`src/rtl/fp_operand_issuer_if.sv`:
```
// fp_operand_issuer_if: host push, a/b operand and c result channels of the fp operand issuer
interface fp_operand_issuer_if #(parameter int DATA_W = 32);
  logic [DATA_W-1:0] in_a;
  logic [DATA_W-1:0] in_b;
  logic              in_valid;
  logic              in_ready;
  logic [DATA_W-1:0] a;
  logic              a_valid;
  logic              a_ready;
  logic [DATA_W-1:0] b;
  logic              b_valid;
  logic              b_ready;
  logic [DATA_W-1:0] c;
  logic              c_valid;
  logic              c_ready;
  modport master (
    input  in_a, in_b, in_valid, a_ready, b_ready, c, c_valid,
    output in_ready, a, a_valid, b, b_valid, c_ready
  );
  modport slave (
    output in_a, in_b, in_valid, a_ready, b_ready, c, c_valid,
    input  in_ready, a, a_valid, b, b_valid, c_ready
  );
endinterface

```
`src/rtl/fp_operand_issuer.sv`:
```
// fp_operand_issuer: buffers operand pairs, issues them on a/b channels under a credit limit, sinks results
module fp_operand_issuer #(
  parameter int DATA_W  = 32,
  parameter int DEPTH   = 8,
  parameter int MAX_OUT = 4
) (
  input  logic              clk,
  input  logic              rst,
  fp_operand_issuer_if.master bus,
  output logic [31:0]       result_count,
  output logic [DATA_W-1:0] last_c,
  output logic [7:0]        outstanding,
  output logic              err_unexpected,
  output logic              busy
);
  localparam int AW = $clog2(DEPTH);
  typedef enum logic {IDLE, ISSUE} state_t;
  state_t state;
  logic [2*DATA_W-1:0] mem [DEPTH];
  logic [AW:0] wr_ptr, rd_ptr, count;
  logic [AW-1:0] head_idx;
  logic [2*DATA_W-1:0] head;
  logic push, res, comp, load_idle, chain;
  assign count        = wr_ptr - rd_ptr;
  assign bus.in_ready = count != (AW+1)'(DEPTH);
  assign push         = bus.in_valid & bus.in_ready;
  assign res          = bus.c_valid & bus.c_ready;
  assign comp         = state == ISSUE && (!bus.a_valid || bus.a_ready) && (!bus.b_valid || bus.b_ready);
  assign load_idle    = state == IDLE && count != '0 && outstanding < 8'(MAX_OUT);
  // back-to-back reload must respect the credit limit after this cycle's completion and result
  assign chain        = comp && count >= (AW+1)'(2) &&
                        ({1'b0, outstanding} + 9'd1 - {8'd0, res}) < 9'(MAX_OUT);
  assign head_idx     = rd_ptr[AW-1:0] + AW'(comp);
  assign head         = mem[head_idx];
  assign busy         = count != '0 || state == ISSUE || outstanding != '0;
  always_ff @(posedge clk)
    if (push) mem[wr_ptr[AW-1:0]] <= {bus.in_a, bus.in_b};
  always_ff @(posedge clk or posedge rst) begin
    if (rst) begin
      state          <= IDLE;
      wr_ptr         <= '0;
      rd_ptr         <= '0;
      bus.a          <= '0;
      bus.b          <= '0;
      bus.a_valid    <= 1'b0;
      bus.b_valid    <= 1'b0;
      bus.c_ready    <= 1'b0;
      result_count   <= '0;
      last_c         <= '0;
      outstanding    <= '0;
      err_unexpected <= 1'b0;
    end else begin
      bus.c_ready <= 1'b1;
      if (push) wr_ptr <= wr_ptr + 1'b1;
      if (comp) rd_ptr <= rd_ptr + 1'b1;
      if (load_idle || chain) begin
        bus.a       <= head[2*DATA_W-1:DATA_W];
        bus.b       <= head[DATA_W-1:0];
        bus.a_valid <= 1'b1;
        bus.b_valid <= 1'b1;
        state       <= ISSUE;
      end else begin
        if (bus.a_valid && bus.a_ready) bus.a_valid <= 1'b0;
        if (bus.b_valid && bus.b_ready) bus.b_valid <= 1'b0;
        if (comp) state <= IDLE;
      end
      if (res) begin
        last_c       <= bus.c;
        result_count <= result_count + 32'd1;
      end
      if (comp && !res) outstanding <= outstanding + 8'd1;
      else if (res && !comp) begin
        if (outstanding == '0) err_unexpected <= 1'b1;
        else outstanding <= outstanding - 8'd1;
      end
    end
  end
endmodule
```
`src/flat_wrapper.sv`:
```
// flat-port wrapper written by rule: the top's interface ports become plain ports
module fp_operand_issuer_flat 
#(
  parameter int DATA_W  = 32,
  parameter int DEPTH   = 8,
  parameter int MAX_OUT = 4
)
  (clk, rst, result_count, last_c, outstanding, err_unexpected, busy, bus_in_a, bus_in_b, bus_in_valid, bus_a_ready, bus_b_ready, bus_c, bus_c_valid, bus_in_ready, bus_a, bus_a_valid, bus_b, bus_b_valid, bus_c_ready);
  fp_operand_issuer_if #(.DATA_W(DATA_W)) bus_i ();
  input  logic clk;
  input  logic rst;
  output logic [31:0] result_count;
  output logic [DATA_W-1:0] last_c;
  output logic [7:0] outstanding;
  output logic err_unexpected;
  output logic busy;
  input wire logic [$bits(bus_i.in_a)-1:0] bus_in_a;
  input wire logic [$bits(bus_i.in_b)-1:0] bus_in_b;
  input wire logic [$bits(bus_i.in_valid)-1:0] bus_in_valid;
  input wire logic [$bits(bus_i.a_ready)-1:0] bus_a_ready;
  input wire logic [$bits(bus_i.b_ready)-1:0] bus_b_ready;
  input wire logic [$bits(bus_i.c)-1:0] bus_c;
  input wire logic [$bits(bus_i.c_valid)-1:0] bus_c_valid;
  output wire logic [$bits(bus_i.in_ready)-1:0] bus_in_ready;
  output wire logic [$bits(bus_i.a)-1:0] bus_a;
  output wire logic [$bits(bus_i.a_valid)-1:0] bus_a_valid;
  output wire logic [$bits(bus_i.b)-1:0] bus_b;
  output wire logic [$bits(bus_i.b_valid)-1:0] bus_b_valid;
  output wire logic [$bits(bus_i.c_ready)-1:0] bus_c_ready;
  assign bus_i.in_a = bus_in_a;
  assign bus_i.in_b = bus_in_b;
  assign bus_i.in_valid = bus_in_valid;
  assign bus_i.a_ready = bus_a_ready;
  assign bus_i.b_ready = bus_b_ready;
  assign bus_i.c = bus_c;
  assign bus_i.c_valid = bus_c_valid;
  assign bus_in_ready = bus_i.in_ready;
  assign bus_a = bus_i.a;
  assign bus_a_valid = bus_i.a_valid;
  assign bus_b = bus_i.b;
  assign bus_b_valid = bus_i.b_valid;
  assign bus_c_ready = bus_i.c_ready;
  fp_operand_issuer #(.DATA_W(DATA_W), .DEPTH(DEPTH), .MAX_OUT(MAX_OUT)) u_core (.clk(clk), .rst(rst), .bus(bus_i), .result_count(result_count), .last_c(last_c), .outstanding(outstanding), .err_unexpected(err_unexpected), .busy(busy));
endmodule
```
`config.mk`:
```
export PLATFORM = sky130hd
export DESIGN_NAME = fp_operand_issuer_flat
export DESIGN_NICKNAME = d
export VERILOG_FILES = /design/src/rtl/fp_operand_issuer_if.sv /design/src/rtl/fp_operand_issuer.sv /design/src/flat_wrapper.sv
export SDC_FILE = /design/constraint.sdc
export NUM_CORES = 1
export LEC_CHECK = 0
export CORE_UTILIZATION = 57
export DETAILED_ROUTE_END_ITERATION = 8
export PLACE_DENSITY = 0.79
export RECOVER_POWER = 25
export SLEW_MARGIN = 20
export SYNTH_ARGS = -nofsm -noshare
export SYNTH_HDL_FRONTEND = slang
export SYNTH_SLANG_ARGS = --single-unit
export TNS_END_PERCENT = 50
```
`constraint.sdc`:
```
create_clock -name clk -period 12 [get_ports clk]
set_clock_uncertainty 0.2 [all_clocks]
set_input_delay 2.4 -clock clk [delete_from_list [all_inputs] [get_ports clk]]
set_output_delay 2.4 -clock clk [all_outputs]
set_load 0.05 [all_outputs]
```
==> metrics.md, run 1 <==
| Metric | Value |
|---|---|
| Outcome | completed |
| Number of synthesized flops with an enable pin | 512 |
| Max incr delay on CP | 720 ps |
| R2R Path End | u_core.mem[1][19] |
| WHS | 292 ps |
| R2R Setup Slk | 7440 ps |
| Gpl congestion | 0.802 |
| Crit Path Category | register to output port |
| Most frequent cells in the layout | 512 x edfxtp_1, 196 x clkdlybuf4s50_1, 149 x dfrtp_1 |
| CTS buffer count | 66 |
| RSZ-0062 raised after global routing | no |
| MaxCap Viol Count | 0 |
| Share of layout cells above drive strength 1 | 25.5% |
| Leakage power | 10.9 nW |
| Fin util | 70.4% |
| Final period utilization | 51.3% |
| Hold violation count in the final report | 0 |
| Startpoint types | register |
| Post-CTS Setup Bufs | 0 |
| Top FF cell, synth | edfxtp_1 |
| Setup crit end kind | output port |
| Port bufs | 243 |
| H-tree Lvls | 3 |
| Synth Warn # | 0 |
| Worst-Skew Late Latency | 590 ps |
| First-pass GRT wire length | 80,100 um |
| Storage cell area | 19,100 sq um |
| Crit path DAT | 3560 ps |
| DP Wirelength | 28,200 um |
| Vias | 12,700 |
| Crit path launch | u_core.wr_ptr[0] |
| CTS tree | built |
| Post-synthesis sequential area ratio | 74.3% |
| Post-CTS Resized | 0 |
| Vias in the first global route | 13,600 |
| Max Buffers Root-to-Sink | 3 |
| Final Max Tran Viols | 0 |
| Starting Density | 58.0% |
| Die Height | 214 um |
| Fmax | 162 MHz |
| Via/cell ratio | 5.85 |
| All-Layer GR Usage | 23.3% |
| DRC viols | 0 |
| Post-DR wirelength/cell | 23.9 um |
| Post-Syn Area | 25,700 sq um |
| CTS Root Cell | clkbuf_16 |
| Synth-to-Final Area Change | 21.4% |
| Die area | 46,000 sq um |
| TritonRoute pass-1 iters | 7 |
| Cts hold-fix bufs | 0 |
| Synthesized Nets | 1,373 |
| Worst slew margin | 28.3% |
| Sink Count | 661 |
| Actual slew at the worst max-slew pin | 1080 ps |
| Area occupied by multi-input gates | 6430 sq um |
| Critical path's slowest cell | clkdlybuf4s50_1 |
| Cell Pwr Density | 289 nW/um^2 |
| Mean Syn Cell Area | 20.7 sq um |
| Crit-path max FO | 8 |
| GRT overflow | 0 |
| Synth Register Bits | 661 |
| Worst path required time | 9400 ps |
| Row cnt | 77 |
| Hold depth | 1 |
| Final setup fails | 0 |
| Post-synth cell types | 43 |
| Worst vdd ir | 0.000170 V |
| Critical Path, Cell by Cell | inv_1 -> ha_1 -> inv_1 -> fa_1 -> xor2_1 -> nor2_1 -> nand2_1 -> or4_1 -> clkdlybuf4s50_1 |
| Filler cell count | 2,705 |
| DRT antenna net count | 0 |
| Gate Count Post-Synth | 1,240 |
| Most common cell after layout, fill and taps aside | edfxtp_1 |
| # IOs | 244 |
| Hold Path End | u_core.bus.a[26] |
| Post-Route WL | 52,000 um |
| Critical R2R Launch | u_core.wr_ptr[0] |
| Crit path top cell by count | inv_1 |
| Core box area | 44,300 sq um |
| Largest net degree at the start of global routing | 93 |
| Asr flop ratio synth | 22.5% |
| Hold Crit Start | u_core.bus.a[26] |
| Worst hold path type | register to register |
| Initial antenna violation count | 7 |
| Starting DRT DRC Count | 1,083 |
| DIE WIDTH | 214 um |
| Period minus WS final | 6160 ps |
| R2R cell count | 11 |
| Reg clk slew, reported paths | 60 ps |
| Sum Neg Setup Slack | 0 ps |
| # nets final | 1,658 |
-- layout make-up --
class | count | share of cell area [%]
Clock inverter | 24 | 0.878
Timing Repair Buffer | 263 | 8.39
Clock buffer | 95 | 6.25
Multi-Input combinational cell | 513 | 20.6
Antenna cell | 5 | 0.0401
Sequential cell | 661 | 61.2
Tap cell | 592 | 2.37
Inverter | 20 | 0.257
-- worst max-delay path: cells and delay by family, from the launching register on --
family / cells / cell delay [ps]
simple gates: 3 / 800
xor+xnor: 1 / 170
flops: 1 / 500
fa+ha+maj: 2 / 550
buf+inv: 3 / 950
-- kinds of logic after synthesis --
logic type | count (synthesis) | synth area share, %
AO/OA/AOI/OAI | 39 | 0.963
XOR/XNOR | 52 | 1.77
adder cells (fa/ha/maj) | 31 | 1.57
buffers and inverters | 66 | 1.09
flip-flops | 661 | 74.3
multiplexers | 291 | 18.3
other | 1 | 0.0146
AND/OR/NAND/NOR | 99 | 1.97
-- power breakdown --
group | internal (W) | switching, W | leakage [nW] | total, W
combinational | 0.00173 | 0.00201 | 3.30 | 0.00374
sequential | 0.00298 | 0.000221 | 6.47 | 0.00320
clock | 0.00126 | 0.000819 | 1.09 | 0.00208
total | 0.00597 | 0.00305 | 10.9 | 0.00902
-- synth_stat cells, types with 3 or more instances --
library cell	number	area share (%)
edfxtp_1	512	60
o21ai_0	11	0.21
xnor2_1	38	1.3
nor3_1	7	0.14
dfrtp_1	149	14
buf_6	3	0.13
ha_1	29	1.4
o21bai_1	4	0.12
inv_1	18	0.26
or2_2	3	0.073
nand2_1	21	0.31
mux4_2	128	11
a21o_1	5	0.15
and3_1	6	0.15
nand4_1	9	0.22
a31oi_1	3	0.073
mux2_2	136	6.0
nor2_1	15	0.22
buf_2	5	0.097
nand2b_1	8	0.19
mux2_1	27	1.2
a21oi_1	10	0.19
xor2_1	14	0.48
buf_1	13	0.19
clkbuf_1	24	0.35
nand3_1	21	0.41
-- state kept, by name, indices dropped and copies added, names as in the netlist --
signal / cells
u_core.bus.a: 32
u_core.bus.a_valid: 1
u_core.bus.b: 32
u_core.bus.b_valid: 1
u_core.bus.c_ready: 1
u_core.err_unexpected: 1
u_core.last_c: 32
u_core.mem: 512
u_core.outstanding: 8
u_core.rd_ptr: 4
u_core.result_count: 32
u_core.state: 1
u_core.wr_ptr: 4
-- metal layers --
metal / part of all wire, % / global-route usage [%] / vias up
met1: 41 / 30.7 / 6635
li1: - / - / 5533
met5: 0.079 / 0 / -
met2: 50 / 38.7 / 443
met3: 6.5 / 5.36 / 92
met4: 2.2 / 7.93 / 6
-- through the flow --
step / worst slack [ps] / std cells / total power, W / cell area, sq um
after floorplan: 3700 / 1240 / 0.00599 / 25700
after global placement: 5470 / 2048 / 0.00691 / 28900
after detailed placement: 5390 / 2048 / 0.00700 / 28900
after CTS: 5800 / 2167 / 0.00912 / 31200
after global routing: 5680 / 2170 / 0.00944 / 31200
final: 5840 / 2173 / 0.00902 / 31200
-- worst max-delay path by stage --
stage | to | cells after the start
after floorplan | u_core.mem[2][0] | 3
after global placement | u_core.bus.b[2] | 10
after detailed placement | u_core.bus.a[27] | 10
after CTS | busy | 9
after global routing | busy | 9
final | busy | 9
Power figures use the tool's default switching activity.
==> inputs of run 2 (changes only) <==
Settings changed: CORE_UTILIZATION 57 to 52, PLACE_DENSITY 0.79 to 0.76.
Clock period 12 ns to 5.4 ns, I/O delays scaled along.
==> run 2 against run 1 <==
Against the previous run: cell area is 1.2% higher; global-route usage is 1.8 points lower; sequential cell count stayed put; register-to-register slack worse by 6100 ps; wire length is 1.1% higher; core utilization is 5.8 points lower; die area is 9.5% higher; clock-buffer cell count is 1 lower; final cell count is 4.0% higher; critical path type unchanged; largest cell class unchanged.
==> metrics.md, run 2 (synthesis gave the netlist of run 1 again) <==
| Metric | Value |
|---|---|
| Worst path required time | 4120 ps (-5280 ps) |
| Metal2 WL | 26,900 um (+3.2%) |
| Vias | 12,700 (-0.40%) |
| Worst-Skew Late Latency | 590 ps (about the same) |
| Post-DR wirelength/cell | 23.3 um (-2.8%) |
| # nets final | 1,674 (+0.97%) |
| Period minus WS final | 4910 ps |
| Post-CTS Resized | 0 (unchanged) |
| Top Metal Used | met5 |
| CTS tree | built |
| Die Height | 224 um (+4.7%) |
| TritonRoute pass-1 iters | 5 (-2) |
| Vias in the first global route | 13,600 (-0.30%) |
| MaxCap Viol Count | 0 (unchanged) |
| Share of layout cells above drive strength 1 | 26.1% (+0.57 points) |
| Port bufs | 243 (unchanged) |
| Worst hold path type | register to register |
| Worst Setup Slack post-DPL | 957 ps (-4440 ps) |
| Most frequent cells in the layout | 512 x edfxtp_1, 194 x clkdlybuf4s50_1, 149 x dfrtp_1 |
| DRC viols | 0 (unchanged) |
| Leakage power | 11.0 nW (+1.2%) |
| Fmax | 204 MHz |
| Largest net degree at the start of global routing | 87 (-6.5%) |
| Gpl congestion | 0.778 (-2.9%) |
| Actual slew at the worst max-slew pin | 1020 ps (-59.8 ps) |
| DRT antenna net count | 0 (unchanged) |
| Core box area | 48,800 sq um (+10%) |
| Most common cell after layout, fill and taps aside | edfxtp_1 |
| Max Buffers Root-to-Sink | 3 (unchanged) |
| Final setup fails | 0 (unchanged) |
| DIE WIDTH | 224 um (+4.7%) |
| Post-CTS Setup Bufs | 0 (unchanged) |
| GRT overflow | 0 (unchanged) |
| Startpoint types | register |
| Sink Count | 661 (unchanged) |
| Finished Layout Cells | 2,261 (+4.0%) |
| Hold violation count in the final report | 0 (unchanged) |
| First-pass GRT wire length | 80,100 um (about the same) |
| # IOs | 244 (unchanged) |
| Cell area after layout | 31,600 sq um (+1.2%) |
| Die area | 50,300 sq um (+9.5%) |
| H-tree Lvls | 3 (unchanged) |
| Crit-path max FO | 8 (unchanged) |
| Cell Pwr Density | 645 nW/um^2 (+120%) |
| RSZ-0062 raised after global routing | no |
| Max reg flops | 512 (unchanged) |
| Synth-to-Final Area Change | 22.8% |
| Cts hold-fix bufs | 0 (unchanged) |
| Met3 wire len | 2970 um (-11%) |
| WHS | 266 ps (-25.6 ps) |
| Worst setup margin | 490 ps (-5350 ps) |
| Crit path DAT | 3630 ps (+70 ps) |
| Dpl cells | 2,135 (+4.2%) |
| Initial antenna violation count | 8 (+1) |
| Starting Density | 52.6% (-5.4 points) |
| Worst vdd ir | 0.000379 V (+120%) |
| DP Wirelength | 29,700 um (+5.1%) |
| Starting DRT DRC Count | 803 (-26%) |
| Setup crit end kind | output port |
| Crit Path Category | register to output port |
| Power after layout | 0.0204 W (+130%) |
| CTS Root Cell | clkbuf_16 |
| Final period utilization | 90.9% |
| All-Layer GR Usage | 21.5% (-1.8 points) |
| Via/cell ratio | 5.60 (-4.3%) |
| Final Max Tran Viols | 0 (unchanged) |
| Worst slew margin | 32.2% (+3.9 points) |
| CTS buffer count | 68 (+3.0%) |
| Wire length on met1 | 21,900 um (+2.2%) |
| Row cnt | 81 (+5.2%) |
| Dpl cell area | 29,300 sq um (+1.3%) |
| Post-Route WL | 52,600 um (+1.1%) |
| Outcome | completed |
| Reg clk slew, reported paths | 60 ps (about the same) |
run 2: changes by cell type in the layout (fill, tap and decap cells not counted), sizes merged, moves of 2 or more:
cell / change
dlygate4sd3: +2
buf: +14
diode: -3
clkinv: +4
clkdlybuf4s50: -2
run 2: through the flow:
stage | utilization [%] | TNS, ps
6_report | 64.6 | 0
5_1_grt | 64.6 | 0
4_1_cts | 64.6 | 0
3_5_place_dp | 60.0 | 0
3_3_place_gp | 60.0 | 0
2_1_floorplan | - | -557640
run 2: critical path: stages (launching register included):
cell and delay [ps]:
dfrtp_1 520, inv_1 200, ha_1 200, inv_1 60, fa_1 380, xor2_1 170, nor2_1 160, nand2_1 110
or4_1 490, clkdlybuf4s50_1 740
run 2: path summary, 6_finish.rpt:
path | startpoint | end | slack (ps) | cells past startpoint
setup / recovery | u_core.wr_ptr[0] | busy | 490 | 9
hold / removal | u_core.err_unexpected | u_core.err_unexpected | 270 | 1
setup reg to reg | u_core.wr_ptr[0] | u_core.mem[2][54] | 1370 | 11
hold reg to reg | u_core.err_unexpected | u_core.err_unexpected | 270 | 1
max in group asynchronous | rst | u_core.bus.a[16] | 3170 | 3
min in group asynchronous | rst | u_core.last_c[18] | 890 | 2
run 2: cell type report:
class | instances | area, sq um
fillers | 3247 | 17300
diodes | 2 | 5.00
clock inverters | 30 | 342
repair buffers | 277 | 2850
multi-input cells | 513 | 6450
well taps | 664 | 831
flip-flops and latches | 661 | 19100
clock buffers | 94 | 1920
inverters | 20 | 80.1
run 2: per-layer routing:
layer,vias to the layer above,track usage (%)
met1,6607,28.6
met4,8,6.14
met2,392,36.6
met3,71,3.88
li1,5580,-
met5,-,0
run 2: where the power goes:
group          leakage, nW  internal [W]  switching [W]
Combinational         3.42       0.00403        0.00453
Clock                 1.11       0.00284        0.00187
Sequential            6.47       0.00661       0.000493
==> patch (settings of run 1) <==
Reset style: synchronous (`rst`), changed in one clocked block.
--- a/src/rtl/fp_operand_issuer.sv
+++ b/src/rtl/fp_operand_issuer.sv
@@ -35,7 +35,7 @@
   assign busy         = count != '0 || state == ISSUE || outstanding != '0;
   always_ff @(posedge clk)
     if (push) mem[wr_ptr[AW-1:0]] <= {bus.in_a, bus.in_b};
-  always_ff @(posedge clk or posedge rst) begin
+  always_ff @(posedge clk) begin
     if (rst) begin
       state          <= IDLE;
       wr_ptr         <= '0;
Function: differs if rst is asserted again (counterexample within 4 cycles, from zero or initial values and one cycle with rst high); with rst held inactive, the same outputs for 4 cycles.
==> patch against run 1 <==
Design area down 0.67%; total power shrank 16%; setup slack worse by 760 ps; synthesized area rose by 0.44%; routed wire length increased by 7.4%; sequential cell count is the same; sequential share of layout area is 2.0 points lower; critical endpoint is now u_core.bus.a[28]$_SDFFE_PP0P_; largest power group is now sequential cells; highest routed layer unchanged.
==> patch: results (changes against run 1) <==
| Metric | Value |
|---|---|
| Synth Area in XOR/XNOR | 0.0159 (-0.00177) |
| Area contributors post-synth | edfxtp_1, dfxtp_1, mux4_2 |
| GRT Util Overall | 0.246 (+0.0133) |
| CTS root buf | clkbuf_16 |
| Placed cell area | 28,800 µm² (-0.66%) |
| WP data arrival | 7120 ps (+3560 ps) |
| Post_cts resized | 0 (unchanged) |
| P_leak | 9.87 nW (-9.1%) |
| Detailed Routing Iterations Pass 1 | 5 (-2) |
| Worst VDD drop | 0.297 mV (+75%) |
| Crit Path Max Fanout | 66 (+58) |
| Worst relative slew slack | 0.229 (-0.0547) |
| Ys Warns | 0 (unchanged) |
| Post-Synth Adder-Cell Area | 0.0156 (-0.0000691) |
| Global-route wire length before repair | 85,900 µm (+7.2%) |
| Post-CTS setup buffers | 0 (unchanged) |
| CTS Buf Count | 67 (+1.5%) |
| 1st-iter DRT viols | 1,178 (+8.8%) |
| Worst min path class | flip-flop to flip-flop |
| Synth Flop Type | edfxtp_1 |
| Layout cells sized above 1 | 0.188 (-0.0674) |
| Hpwl dp | 30,700 µm (+8.5%) |
| WL/cell | 23.6 µm (-1.4%) |
| Fraction of registers with async set/reset | 0 (-0.225) |
| Pint | 5.05 mW (-16%) |
| Yosys cell types | 53 (+23%) |
| Post-synth EDFFs | 512 (unchanged) |
| Max-cap violations | 0 (unchanged) |
| Clock-pin slew on the worst setup and hold paths | 60 ps (about the same) |
| Status | completed |
| Compound-Gate Fraction of Synth Area | 0.0469 (+0.0373) |
| CTS HTree Levels | 3 (unchanged) |
| Max reg flops | 512 (unchanged) |
| Proportion of synthesized area in mux cells | 0.137 (-0.0463) |
| Commonest cells in the netlist | edfxtp_1, dfxtp_1, mux4_2 |
| Max incr delay on CP | 880 ps (+160 ps) |
| Gate power share | 0.346 (-0.069) |
| # port buffers | 243 (unchanged) |
| Largest net degree at the start of global routing | 97 (+4.3%) |
| Slowest CP cell | and4_4 |
| Routability Congestion | 0.891 (+11%) |
| Vias in the first global route | 14,900 (+9.8%) |
| Post-synthesis sequential area ratio | 0.711 (-0.0321) |
| Fin nets | 1,847 (+11%) |
| Clock Path Buffers | 3 (unchanged) |
| Worst-Skew Late Latency | ~580 ps |
| Initial antenna violation count | 11 (+4) |
| Syn_nets | 1,593 (+16%) |
| Via density | 5.95 (+1.7%) |
## patch: cells by family (layout without fill, tap and decap cells)
kind of cell	count (synthesis)	after routing
AO/OA/AOI/OAI	145	145
flip-flops	661	661
other	0	5
multiplexers	194	194
buffers and inverters	99	408
XOR/XNOR	47	47
AND/OR/NAND/NOR	283	283
adder cells (fa/ha/maj)	31	31
## patch: area by class of cell
class,count,area [µm²]
repair buffers,265,2610
clock buffers,79,1790
flip-flops and latches,661,18400
diodes,5,12.5
clock inverters,45,443
fillers,2791,13400
multi-input cells,700,6970
inverters,19,71.3
well taps,592,741
## patch: routing by layer
metal	wire, µm	track usage	vias to the layer above
met3	3630	0.0528	124
li1	-	-	6246
met1	22300	0.314	7201
met2	28300	0.417	487
met5	62	0	-
met4	1640	0.0917	10
## patch: final timing paths
| path | startpoint | to | slack, ps | cells after the start |
|---|---|---|---|---|
| max | bus_c_valid | u_core.bus.a[28]$_SDFFE_PP0P_ | 5090 | 13 |
| min | u_core.last_c[15]$_SDFFE_PP0P_ | u_core.last_c[15]$_SDFFE_PP0P_ | 250 | 2 |
| max reg2reg | u_core.bus.c_ready$_DFF_P_ | u_core.bus.a[28]$_SDFFE_PP0P_ | 7040 | 12 |
| min reg2reg | u_core.last_c[15]$_SDFFE_PP0P_ | u_core.last_c[15]$_SDFFE_PP0P_ | 250 | 2 |
## patch: through the flow
step / utilization / instances / setup slack (ps) / power (mW)
after global routing: 0.698 / 2364 / 4840 / 7.89
after global placement: 0.647 / 2237 / 4580 / 5.46
after CTS: 0.698 / 2361 / 5090 / 7.63
after floorplan: - / 1460 / 3710 / 4.97
final: 0.698 / 2366 / 5090 / 7.56
after detailed placement: 0.647 / 2237 / 4490 / 5.52
## patch: critical path, delay by kind of cell
kind	cells	cell delay (ps)
AOI/OAI and AO/OA	4	860
adders and majority gates	1	240
buffers and inverters	3	1450
and+or+nand+nor	5	2080
## patch: power by group through the flow
stage	clock, mW	combinational [mW]	sequential, mW
floorplan	0	1.81	3.16
global placement	0	2.58	2.88
detailed placement	0	2.63	2.89
CTS	2.14	2.65	2.85
global route	2.22	2.80	2.87
finish	2.10	2.62	2.85
